**src/rtl/ngs_dac_pkg.sv**
```systemverilog
// Shared constants and sizing helpers for the
// stereo DAC serializer.
package ngs_dac_pkg;

  localparam int DEF_SLOT_W     = 16;
  localparam int DEF_BITCK_DIV  = 2;
  localparam int DEF_FRAME_BITS = 2 * DEF_SLOT_W;

  function automatic int cnt_width(input int slot_w);
    return $clog2(2 * slot_w);
  endfunction

  function automatic int div_width(input int div);
    return (div > 1) ? $clog2(div) : 1;
  endfunction

endpackage

```
**src/rtl/dac_bitclk_gen.sv**
```systemverilog
// Bit clock divider, frame bit counter and
// word-select generation for the DAC serializer.
module dac_bitclk_gen
  import ngs_dac_pkg::*;
#(
  parameter int SLOT_W    = DEF_SLOT_W,
  parameter int BITCK_DIV = DEF_BITCK_DIV,
  localparam int CW = cnt_width(SLOT_W),
  localparam int DW = div_width(BITCK_DIV)
) (
  input  logic          clk_i,
  input  logic          rst_ni,
  input  logic          en_i,
  output logic          bitck_o,
  output logic          lrck_o,
  output logic          fall_evt_o,
  output logic          frame_start_o,
  output logic [CW-1:0] bit_cnt_o
);

  localparam logic [DW-1:0] DIV_TC   = DW'(BITCK_DIV - 1);
  localparam logic [CW-1:0] CNT_LAST = CW'(2 * SLOT_W - 1);
  localparam logic [CW-1:0] CNT_MID  = CW'(SLOT_W - 1);

  logic [DW-1:0] div_q;
  logic [CW-1:0] cnt_q;
  logic [CW-1:0] cnt_d;
  logic          bitck_q;
  logic          lrck_q;
  logic          tc;

  assign tc            = (div_q == DIV_TC);
  assign fall_evt_o    = en_i & tc & bitck_q;
  assign frame_start_o = fall_evt_o & (cnt_q == CNT_LAST);
  assign cnt_d = (cnt_q == CNT_LAST) ? '0 : cnt_q + 1'b1;

  always_ff @(posedge clk_i or negedge rst_ni) begin
    if (!rst_ni) begin
      div_q   <= '0;
      bitck_q <= 1'b0;
      cnt_q   <= CNT_LAST;
      lrck_q  <= 1'b0;
    end else if (!en_i) begin
      div_q   <= '0;
      bitck_q <= 1'b0;
      cnt_q   <= CNT_LAST;
      lrck_q  <= 1'b0;
    end else begin
      div_q <= tc ? '0 : div_q + 1'b1;
      if (tc) bitck_q <= ~bitck_q;
      // lrck leads each channel MSB by one bit
      if (fall_evt_o) begin
        cnt_q <= cnt_d;
        if (cnt_d == CNT_MID) lrck_q <= 1'b1;
        else if (cnt_d == CNT_LAST) lrck_q <= 1'b0;
      end
    end
  end

  assign bitck_o   = bitck_q;
  assign lrck_o    = lrck_q;
  assign bit_cnt_o = cnt_q;

endmodule

```
**src/rtl/dac_serializer.sv**
```systemverilog
// Stereo PCM to serial DAC stream with a one-entry
// holding register and last-frame repeat on underrun.
module dac_serializer
  import ngs_dac_pkg::*;
#(
  parameter int SAMPLE_W  = 16,
  parameter int SLOT_W    = DEF_SLOT_W,
  parameter int BITCK_DIV = DEF_BITCK_DIV
) (
  input  logic                clk,
  input  logic                rst_n,
  input  logic                en,
  input  logic [SAMPLE_W-1:0] in_left,
  input  logic [SAMPLE_W-1:0] in_right,
  input  logic                in_valid,
  output logic                in_ready,
  output logic                underrun,
  output logic                dac_bitck,
  output logic                dac_lrck,
  output logic                dac_dat
);

  localparam int FW  = 2 * SLOT_W;
  localparam int PAD = SLOT_W - SAMPLE_W;
  localparam int CW  = cnt_width(SLOT_W);
  localparam logic [CW-1:0] CNT_LAST = CW'(FW - 1);

  logic                full_q;
  logic [SAMPLE_W-1:0] hold_l_q;
  logic [SAMPLE_W-1:0] hold_r_q;
  logic [FW-1:0]       sh_q;
  logic [FW-1:0]       last_q;
  logic                ur_q;
  logic [SLOT_W-1:0]   l_slot;
  logic [SLOT_W-1:0]   r_slot;
  logic [FW-1:0]       new_frame;
  logic                fall_evt;
  logic                frame_start;
  logic [CW-1:0]       bit_cnt;

  dac_bitclk_gen #(
    .SLOT_W   (SLOT_W),
    .BITCK_DIV(BITCK_DIV)
  ) u_bclk (
    .clk_i        (clk),
    .rst_ni       (rst_n),
    .en_i         (en),
    .bitck_o      (dac_bitck),
    .lrck_o       (dac_lrck),
    .fall_evt_o   (fall_evt),
    .frame_start_o(frame_start),
    .bit_cnt_o    (bit_cnt)
  );

  // Samples sit left-justified in their slot
  assign l_slot    = SLOT_W'(hold_l_q) << PAD;
  assign r_slot    = SLOT_W'(hold_r_q) << PAD;
  assign new_frame = {l_slot, r_slot};

  always_ff @(posedge clk or negedge rst_n) begin
    if (!rst_n) begin
      full_q   <= 1'b0;
      hold_l_q <= '0;
      hold_r_q <= '0;
      sh_q     <= '0;
      last_q   <= '0;
      ur_q     <= 1'b0;
    end else begin
      if (in_valid && !full_q) begin
        full_q   <= 1'b1;
        hold_l_q <= in_left;
        hold_r_q <= in_right;
      end else if (frame_start && full_q) begin
        full_q <= 1'b0;
      end
      ur_q <= frame_start & ~full_q;
      if (!en) begin
        sh_q <= '0;
      end else if (frame_start) begin
        if (full_q) begin
          sh_q   <= new_frame;
          last_q <= new_frame;
        end else begin
          sh_q <= last_q;
        end
      end else if (fall_evt) begin
        sh_q <= {sh_q[FW-2:0], 1'b0};
      end
    end
  end

  a_frame_at_wrap: assert property (
    @(posedge clk) disable iff (!rst_n)
    frame_start |-> (bit_cnt == CNT_LAST)
  );

  assign in_ready = ~full_q;
  assign underrun = ur_q;
  assign dac_dat  = sh_q[FW-1];

endmodule

```
**config.mk**
```make
export PLATFORM = sky130hd
export DESIGN_NAME = dac_serializer
export DESIGN_NICKNAME = d
export VERILOG_FILES = /design/src/rtl/ngs_dac_pkg.sv /design/src/rtl/dac_bitclk_gen.sv /design/src/rtl/dac_serializer.sv
export SDC_FILE = /design/constraint.sdc
export NUM_CORES = 1
export LEC_CHECK = 0
export BUFFER_PORTS_ARGS = -buffer_cell sky130_fd_sc_hd__buf_2
export CAP_MARGIN = 20
export CORE_UTILIZATION = 50
export DETAILED_ROUTE_END_ITERATION = 12
export GPL_TIMING_DRIVEN = 0
export PLACE_DENSITY = 0.71
export SLEW_MARGIN = 30
export SYNTH_ARGS = -nofsm -noshare
export SYNTH_HDL_FRONTEND = slang
export SYNTH_SLANG_ARGS = --single-unit
```
**constraint.sdc**
```tcl
create_clock -name clk -period 2.37 [get_ports clk]
set_input_delay 0.1185 -clock clk [delete_from_list [all_inputs] [get_ports clk]]
set_output_delay 0.1185 -clock clk [all_outputs]
set_load 0.01 [all_outputs]
```
==> results of run 1 <==
## worst paths after layout
path                                       endpoint  slack, ps
max in group asynchronous       u_bclk.bit_cnt_o[3]       1460
worst min register to register         u_bclk.div_q        500
worst max-delay path                     last_q[16]        100
worst min-delay path                       underrun         80
worst max register to register           last_q[16]        100
min in group asynchronous              hold_l_q[10]        210
## per-layer routing
metal,share of wire,routed length [um],vias up,GRT usage
li1,-,-,1562,-
met3,0.023,227,14,0.0407
met1,0.47,4610,1619,0.282
met5,0,0,-,0
met4,0.015,144,0,0.0747
met2,0.49,4800,60,0.344
## registers in the layout, summed over array words and instances (netlist names)
register / count
full_q: 1
u_bclk.div_q: 1
u_bclk.bit_cnt_o: 5
hold_l_q: 16
u_bclk.lrck_o: 1
underrun: 1
hold_r_q: 16
u_bclk.bitck_o: 1
sh_q: 32
last_q: 32
## stage by stage
step	std cells	setup TNS, ps	hold slack [ps]
2_1_floorplan	398	0	-177
4_1_cts	617	0	65.5
3_3_place_gp	567	-2490	334
3_5_place_dp	568	-5140	36.7
6_report	617	0	84.6
5_1_grt	617	-3.17	87.4
## layout make-up
class,instances,area (um^2)
plain buffers,31,156
repair buffers,75,574
inverters,3,11.3
fillers,783,3510
clock inverters,2,37.5
multi-input cells,257,2110
flip-flops and latches,106,2660
well taps,129,161
clock buffers,14,153
## power breakdown
| group | switching, W | internal [W] |
|---|---|---|
| registers | 0.000389 | 0.00237 |
| clock network | 0.000571 | 0.000520 |
| logic | 0.000517 | 0.000846 |
| total | 0.00148 | 0.00374 |
## critical path, delay by kind of cell, from the launching register on
family	cells	cell delay, ps
flops	1	570
mux	1	310
fa+ha+maj	2	370
buf+inv	2	360
simple gates	3	540
## kinds of logic (layout without fill, tap and decap cells)
group	count (synthesis)	after routing	synth area share
flip-flops	106	106	0.541
multiplexers	97	97	0.236
AND/OR/NAND/NOR	85	85	0.0710
AO/OA/AOI/OAI	69	69	0.105
buffers and inverters	35	125	0.0341
adder cells (fa/ha/maj)	3	3	0.00763
XOR/XNOR	3	3	0.00534
## placed cells by master (no fill, tap or decap), types with 5 or more instances in the layout
cell type / n
dfrtp_1: 101
a21boi_0: 32
clkbuf_8: 10
o211ai_1: 34
nand2_1: 70
mux2_2: 34
mux2_4: 29
clkbuf_1: 18
dfstp_2: 5
buf_2: 47
dlygate4sd3_1: 34
mux2i_1: 32
## repair_timing
item,CTS,global route
pin swaps,0,0
hold endpoints to repair,68,0
setup endpoints to repair,58,42
gates cloned,0,0
resized for setup,2,5
hold buffers,34,0
==> flow_summary.toml, run 1 <==
[critical_path]
crit_type = "flop to flop"
reg2reg_from = "u_bclk.bit_cnt_o[0]"
worstPathMaxFanout = 10
crit_path_end_kind = "flop"
max_stage_delay_ps = 570
start_kind = "flop"
r2r.worst_path.cells = 8
cp_data_required_time_ps = 2620
crit_chain = "ha_2, and3_4, ha_4, nand2_1, or3_1, buf_2, buf_6, mux2_4"
worst_path_max_delay_cell = "dfstp_2"
arrival_ps = 2520
crit_start = "u_bclk.bit_cnt_o[0]"

[logic_synthesis]
yosys_warnings = 0
synthFlopType = "dfrtp_1"
synth_top_cell_area_share = 0.514
synthCells = 398
yosysMostFrequentCell = "dfrtp_1"
yosysTopAreaCell = "dfrtp_1"
synth.ff_latch_count = 106
yosys-top-cells-count = "dfrtp_1 (101), nand2_1 (70), mux2_2 (34), o211ai_1 (34)"
synth_fp_nets = 437
avgSynthCellArea_um2 = 12.4
ys_types = 29
synth-seq-area-share = 0.541
synth_edf_count = 0
async_reset_ff_frac = 1.00
syn_area_um2 = 4920
synth.area.top_cells = "dfrtp_1 (51%), mux2_4 (8.9%), mux2_2 (7.8%), mux2i_1 (6.5%), nand2_1 (5.3%)"

[global_route]
antenna_found_initial = 0
grt_pass1_vias = 3446
grt_pass1_wl_um = 16500
grt_max_degree = 72
grt_usage = 0.210
grt_overflow_total = 0

[placement]
io_buffers = 40
hpwl_um = 6330
dp_slack_ps = -141
gp_congestion = 0.756
postPlaceCellArea_um2 = 5310

[detailed_routing]
first_pass_iters = 4
wl_per_cell_um = 15.9
wl_um = 9790
drc = 0
vias = 3255
via_per_inst = 5.28
drt-initial-drc-count = 108
drtAntennaViolNets = 0

[floorplan]
die_area_um2 = 10200
ios = 41
num_rows = 35
core_area_um2 = 9370
start_util = 0.525
die_x_um = 101
die_height_um = 101

[timing]
tightestPinTransition_ps = 511
period_minus_slack_ps = 2270
fin_ws_ps = 97.3
maxSlewHeadroom = 0.660
hold_viol = 0
drv_slew = 0
period_share = 0.959
setup_viol = 0
finalClockSkew_ps = 9.75
max_freq_mhz = 440

[clock_network]
clk_pin_slew_ps = 100
cts_tree = "built"
worstSkewPairLatency_ps = 360
clk_path_buf_depth = 2
cts_buffers = 9
cts_setup_buffers = 0
numClockSinks = 106
htreeDepth = 3
cts-root-buf = "clkbuf_8"

[worst_hold_path]
worstHoldStart = "en"
holdPathStages = 3
hold_path.class = "input pin to flop"

[layout]
drive_above_1_share = 0.289
final_core_utilization = 0.626
syn2layout_area_growth_pct = 19.2
final_area_um2 = 5860
n_antenna_cell = 0
fin_nets = 522

[status]
outcome = "complete, no violations"

[power]
total_power_w = 0.00522
powerDensity_nw_per_um2 = 890
leakagePower_nw = 2.88
ir_drop_mv = 0.416

[flow_run]
maxCapViolCount = 0
Power figures use the tool's default switching activity.
==> run 2, diff against run 1 <==
--- a/config.mk
+++ b/config.mk
@@ -11,6 +11,7 @@
 export DETAILED_ROUTE_END_ITERATION = 12
 export GPL_TIMING_DRIVEN = 0
 export PLACE_DENSITY = 0.71
+export RECOVER_POWER = 100
 export SLEW_MARGIN = 30
 export SYNTH_ARGS = -nofsm -noshare
 export SYNTH_HDL_FRONTEND = slang
==> run 2 against run 1 <==
Compared with the run above: the run now ends with capacitance limit, slew limit left; first-iteration DRC count grew 4.6%; utilization shrank 0.16 points; final area shrank 0.26%; global-route usage is the same; sequential share of layout area grew 0.12 points; combinational power is essentially flat; clock skew grew 0.60 ps; critical endpoint unchanged; largest power group unchanged.
==> flow_summary.toml, run 2 (synthesized netlist as in run 1, its figures left out) <==
[timing]
fin_ws_ps = 100
finalClockSkew_ps = 10.4
max_freq_mhz = 441
tightestPinTransition_ps = 1670
period_share = 0.958
period_minus_slack_ps = 2270
drv_slew = 36
fin_tns_setup_ps = 0
hold_viol = 0
setup_viol = 0
maxSlewHeadroom = -0.115

[floorplan]
die_height_um = 101
die_area_um2 = 10200
core_area_um2 = 9370
die_x_um = 101
ios = 41
num_rows = 35
start_util = 0.525

[detailed_routing]
drc = 0
via_per_inst = 5.30
vias = 3268
drtAntennaViolNets = 0
wl_um = 9740
drt-initial-drc-count = 113
wl_per_cell_um = 15.8
first_pass_iters = 4

[layout]
n_antenna_cell = 0
drive_above_1_share = 0.270
largestRegisters = "last_q (32), sh_q (32)"
final_cell_mix = "dfrtp_1 (101), nand2_1 (71), buf_2 (41)"
fillCellCount = 784
fin_nets = 522
layout_commonest_cell = "dfrtp_1"
syn2layout_area_growth_pct = 18.9

[placement]
io_buffers = 40
gp_congestion = 0.756
hpwl_um = 6330
dp_slack_ps = -141

[clock_network]
clk_path_buf_depth = 2
worstSkewPairLatency_ps = 360
clk_pin_slew_ps = 90
numClockSinks = 106
cts_tree = "built"
cts-root-buf = "clkbuf_8"
cts_buffers = 9
htreeDepth = 3

[status]
outcome = "complete, but fails checks"
violations = "capacitance limit, slew limit"

[critical_path]
crit_type = "flop to flop"
cp_data_required_time_ps = 2620
arrival_ps = 2520
start_kind = "flop"
crit_path_end_kind = "flop"
worstPathMaxFanout = 10

[power]
internal_power_w = 0.00374
p_clk_frac = 0.209
leakagePower_nw = 2.85
ir_drop_mv = 0.415
swShare = 0.282
seqPwrFrac = 0.530
combinationalPowerShare = 0.261
powerDensity_nw_per_um2 = 891
switching_power_w = 0.00147

[global_route]
grt_pass1_wl_um = 16500
grt_overflow_total = 0
grt_max_degree = 72
grt_pass1_vias = 3446
antenna_found_initial = 0
grt_usage = 0.210

[flow_run]
maxCapViolCount = 1

[worst_hold_path]
hold_path.class = "input pin to flop"
==> run 2: cell types whose count changed in the layout (fill, tap and decap cells not counted), sizes merged <==
cell / delta
buf: -8
clkbuf: +7
clkdlybuf4s15: +1
==> run 2: power groups by stage <==
stage	clock, W	combinational, W	sequential (W)
final	0.00109	0.00136	0.00276
after global routing	0.00119	0.00152	0.00284
after CTS	0.00113	0.00138	0.00276
after detailed placement	0	0.00132	0.00279
after global placement	0	0.00127	0.00274
after floorplan	0	0.00107	0.00266
==> run 2: final timing paths <==
check / from / to / cells past startpoint / slack, ps
setup / recovery: u_bclk.bit_cnt_o[0] / last_q[16] / 8 / 100
hold / removal: en / underrun / 3 / 90
setup reg to reg: u_bclk.bit_cnt_o[0] / last_q[16] / 8 / 100
hold reg to reg: u_bclk.div_q / u_bclk.div_q / 1 / 490
max in group asynchronous: rst_n / u_bclk.bit_cnt_o[3] / 3 / 440
min in group asynchronous: rst_n / hold_l_q[10] / 2 / 840
==> run 2: routing by layer <==
layer	vias up	share of wire	GRT usage
li1	1561	-	-
met4	0	0.014	0.0747
met3	14	0.034	0.0407
met1	1620	0.46	0.282
met2	73	0.49	0.344
met5	-	0	0
==> run 2: per-stage QoR <==
step	hold WS, ps	utilization	instance area [um^2]	total power (W)	instances
3_3_place_gp	334	0.563	5280	0.00401	567
5_1_grt	87.4	0.624	5850	0.00555	617
3_5_place_dp	36.7	0.567	5310	0.00410	568
6_report	86.8	0.624	5850	0.00521	617
2_1_floorplan	-177	-	4920	0.00374	398
4_1_cts	65.5	0.624	5850	0.00527	617
==> run 2: critical path: stages (launching register included) <==
cell     delay, ps
dfstp_2        570
ha_2           210
and3_4         190
ha_4           160
nand2_1         60
or3_1          290
buf_2          180
buf_6          180
mux2_4         310
==> run 2: final cells by class <==
type / instances / area (um^2) / share of cell area
flip-flops and latches: 106 / 2660 / 0.455
multi-input cells: 257 / 2110 / 0.361
repair buffers: 75 / 568 / 0.0971
well taps: 129 / 161 / 0.0276
clock buffers: 14 / 153 / 0.0261
plain buffers: 31 / 150 / 0.0257
clock inverters: 2 / 37.5 / 0.00642
inverters: 3 / 11.3 / 0.00193
==> run 2: timing repair <==
action,in CTS,in global routing
hold buffers,34,0
hold endpoints to repair,68,0
gates cloned,0,0
resized for setup,2,5
buffers inserted,0,0
setup endpoints to repair,58,42
==> run 3, diff against run 2 <==
--- a/config.mk
+++ b/config.mk
@@ -15,4 +15,5 @@
 export SLEW_MARGIN = 30
 export SYNTH_ARGS = -nofsm -noshare
 export SYNTH_HDL_FRONTEND = slang
+export SYNTH_HIERARCHICAL = 1
 export SYNTH_SLANG_ARGS = --single-unit
==> run 3 against run 2 <==
Compared with the run above: the flow still finishes with violations (capacitance limit, slew limit); critical path type unchanged; highest routed layer unchanged; flip-flop and latch count unchanged; die area down 0.90%; global-route usage down 2.9 points; clock skew up 7.7 ps; largest cell class unchanged.
==> flow_summary.toml, run 3 <==
[placement]
hpwl_um = 5390
io_buffers = 40
postPlaceCellArea_um2 = 5270
dp_slack_ps = -38.2
gp_congestion = 0.735

[logic_synthesis]
synth-seq-area-share = 0.546
ys_types = 32
yosysTopAreaCell = "dfrtp_1"
yosysMostFrequentCell = "dfrtp_1"
yosys-top-cells-count = "dfrtp_1 (101), mux2i_1 (64), mux2_4 (59)"
synth.ff_latch_count = 106
yosys_warnings = 6
synthCells = 329
synth_top_cell_area_share = 0.519
synth_fp_nets = 368
async_reset_ff_frac = 1.00
synth.area.top_cells = "dfrtp_1 (52%), mux2_4 (18%), mux2i_1 (13%), o22ai_1 (4.1%), dfstp_2 (2.7%)"
syn_area_um2 = 4870
synthFlopType = "dfrtp_1"
avgSynthCellArea_um2 = 14.8
synth_edf_count = 0

[floorplan]
die_area_um2 = 10100
die_x_um = 101
die_height_um = 101
core_area_um2 = 9330
start_util = 0.522
ios = 41
num_rows = 35

[global_route]
grt_pass1_wl_um = 14300
grt_pass1_vias = 2864
grt-busiest-layer = "met2"
use_met1 = 0.262
grt_util_met2 = 0.275
antenna_found_initial = 0
met3_usage = 0.0347
grt_overflow_total = 0
grt_max_degree = 74
grt_usage = 0.181

[timing]
tightestPinTransition_ps = 1920
fin_ws_ps = 141
hold_viol = 0
holdWs_ps = 52.0
period_share = 0.941
maxSlewHeadroom = -0.281
max_freq_mhz = 449
rsz0062_at_grt = "false"
drv_slew = 34
period_minus_slack_ps = 2230
setup_viol = 0
finalClockSkew_ps = 18.0

[critical_path]
cp_data_required_time_ps = 2630
crit_top_cell = "ha_1"
crit_type = "flop to flop"
worstPathMaxFanout = 10
start_kind = "flop"
crit_path_end_kind = "flop"
arrival_ps = 2490
worst_path_max_delay_cell = "dfstp_2"
crit_chain = "ha_1, and3_1, ha_1, inv_1, nor2_4, nand3_2, buf_6, mux2_4"
critPathTopFamily = "flip-flops"
max_stage_delay_ps = 580
crit_buf_inv = 2

[detailed_routing]
wl_um = 8320
wl_per_cell_um = 15.2
first_pass_iters = 4
drtAntennaViolNets = 0
vias = 2790
drt-initial-drc-count = 84
drc = 0
via_per_inst = 5.09

[layout]
n_antenna_cell = 0
fin_nets = 453
drive_above_1_share = 0.265
largestRegisters = "last_q (32), sh_q (32)"
final_cell_mix = "dfrtp_1 (101), mux2i_1 (64), buf_2 (41)"
final_area_um2 = 5670
syn2layout_area_growth_pct = 16.4
layout_commonest_cell = "dfrtp_1"

[clock_network]
clk_pin_slew_ps = 100
numClockSinks = 106
htreeDepth = 3
clk_path_buf_depth = 2
worstSkewPairLatency_ps = 380
cts_setup_buffers = 0
cts_buffers = 9
cts-root-buf = "clkbuf_8"
cts_tree = "built"

[worst_hold_path]
hold_path.class = "input pin to flop"

[status]
violations = "capacitance limit, slew limit"
outcome = "complete, but fails checks"

[power]
leakagePower_nw = 2.78
powerDensity_nw_per_um2 = 961
ir_drop_mv = 0.462

[flow_run]
maxCapViolCount = 1
-- run 3: final timing paths --
path                                            end  depth (start not counted)                 from  slack (ps)
worst max register to register           last_q[13]                          8  u_bclk/bit_cnt_o[0]         140
max in group asynchronous       u_bclk/bit_cnt_o[0]                          3                rst_n         420
min in group asynchronous              u_bclk/div_q                          2                rst_n         810
worst max-delay path                     last_q[13]                          8  u_bclk/bit_cnt_o[0]         140
worst min-delay path                        sh_q[0]                          3                   en          50
worst min register to register  u_bclk/bit_cnt_o[3]                          2  u_bclk/bit_cnt_o[3]         500
-- run 3: timing repair --
action	CTS	global route
endpoints found under the hold margin	65	0
hold buffers	33	0
gates resized for setup	1	1
endpoints found under the setup margin	30	30
-- run 3: stage by stage --
stage / util / TNS (ps) / instances / power (W)
after CTS: 0.624 / 0 / 548 / 0.00579
after global routing: 0.608 / 0 / 548 / 0.00577
final: 0.608 / 0 / 548 / 0.00545
after detailed placement: 0.565 / -797 / 499 / 0.00452
after floorplan: - / 0 / 329 / 0.00413
after global placement: 0.561 / -2.16 / 498 / 0.00446
-- run 3: metal layers --
layer / up-vias / part of all wire
met1: 1384 / 0.50
met2: 38 / 0.46
met5: - / 0
met3: 9 / 0.025
met4: 0 / 0.013
li1: 1359 / -
-- run 3: worst reg2reg max path, stage by stage, from the launching register on --
cell and delay (ps):
dfstp_2 580, ha_1 180, and3_1 160, ha_1 180
inv_1 100, nor2_4 190, nand3_2 200, buf_6 220
mux2_4 310
-- run 3: kinds of logic (layout without fill, tap and decap cells) --
logic type | Yosys count | after routing | synth area share
AND/OR/NAND/NOR | 21 | 21 | 0.0277
AO/OA/AOI/OAI | 40 | 40 | 0.0514
buffers and inverters | 28 | 118 | 0.0372
XOR/XNOR | 3 | 3 | 0.00539
adder cells (fa/ha/maj) | 3 | 3 | 0.00770
flip-flops | 106 | 106 | 0.546
multiplexers | 128 | 128 | 0.325
-- run 3: layout make-up --
cell class                      instances  area (um^2)
Multi-Input combinational cell        195         1930
Timing Repair Buffer                   74          552
Clock buffer                           10          138
Tap cell                              129          161
Fill cell                             765         3660
Buffer                                 22          128
Sequential cell                       106         2660
Clock inverter                          6         78.8
Inverter                                6         22.5
-- run 3: power by group --
part           leakage (nW)  internal, W  total [W]  switching, W
Clock                 0.112     0.000544    0.00121      0.000669
Combinational          1.30     0.000918    0.00151      0.000591
Sequential             1.37      0.00236    0.00273      0.000369
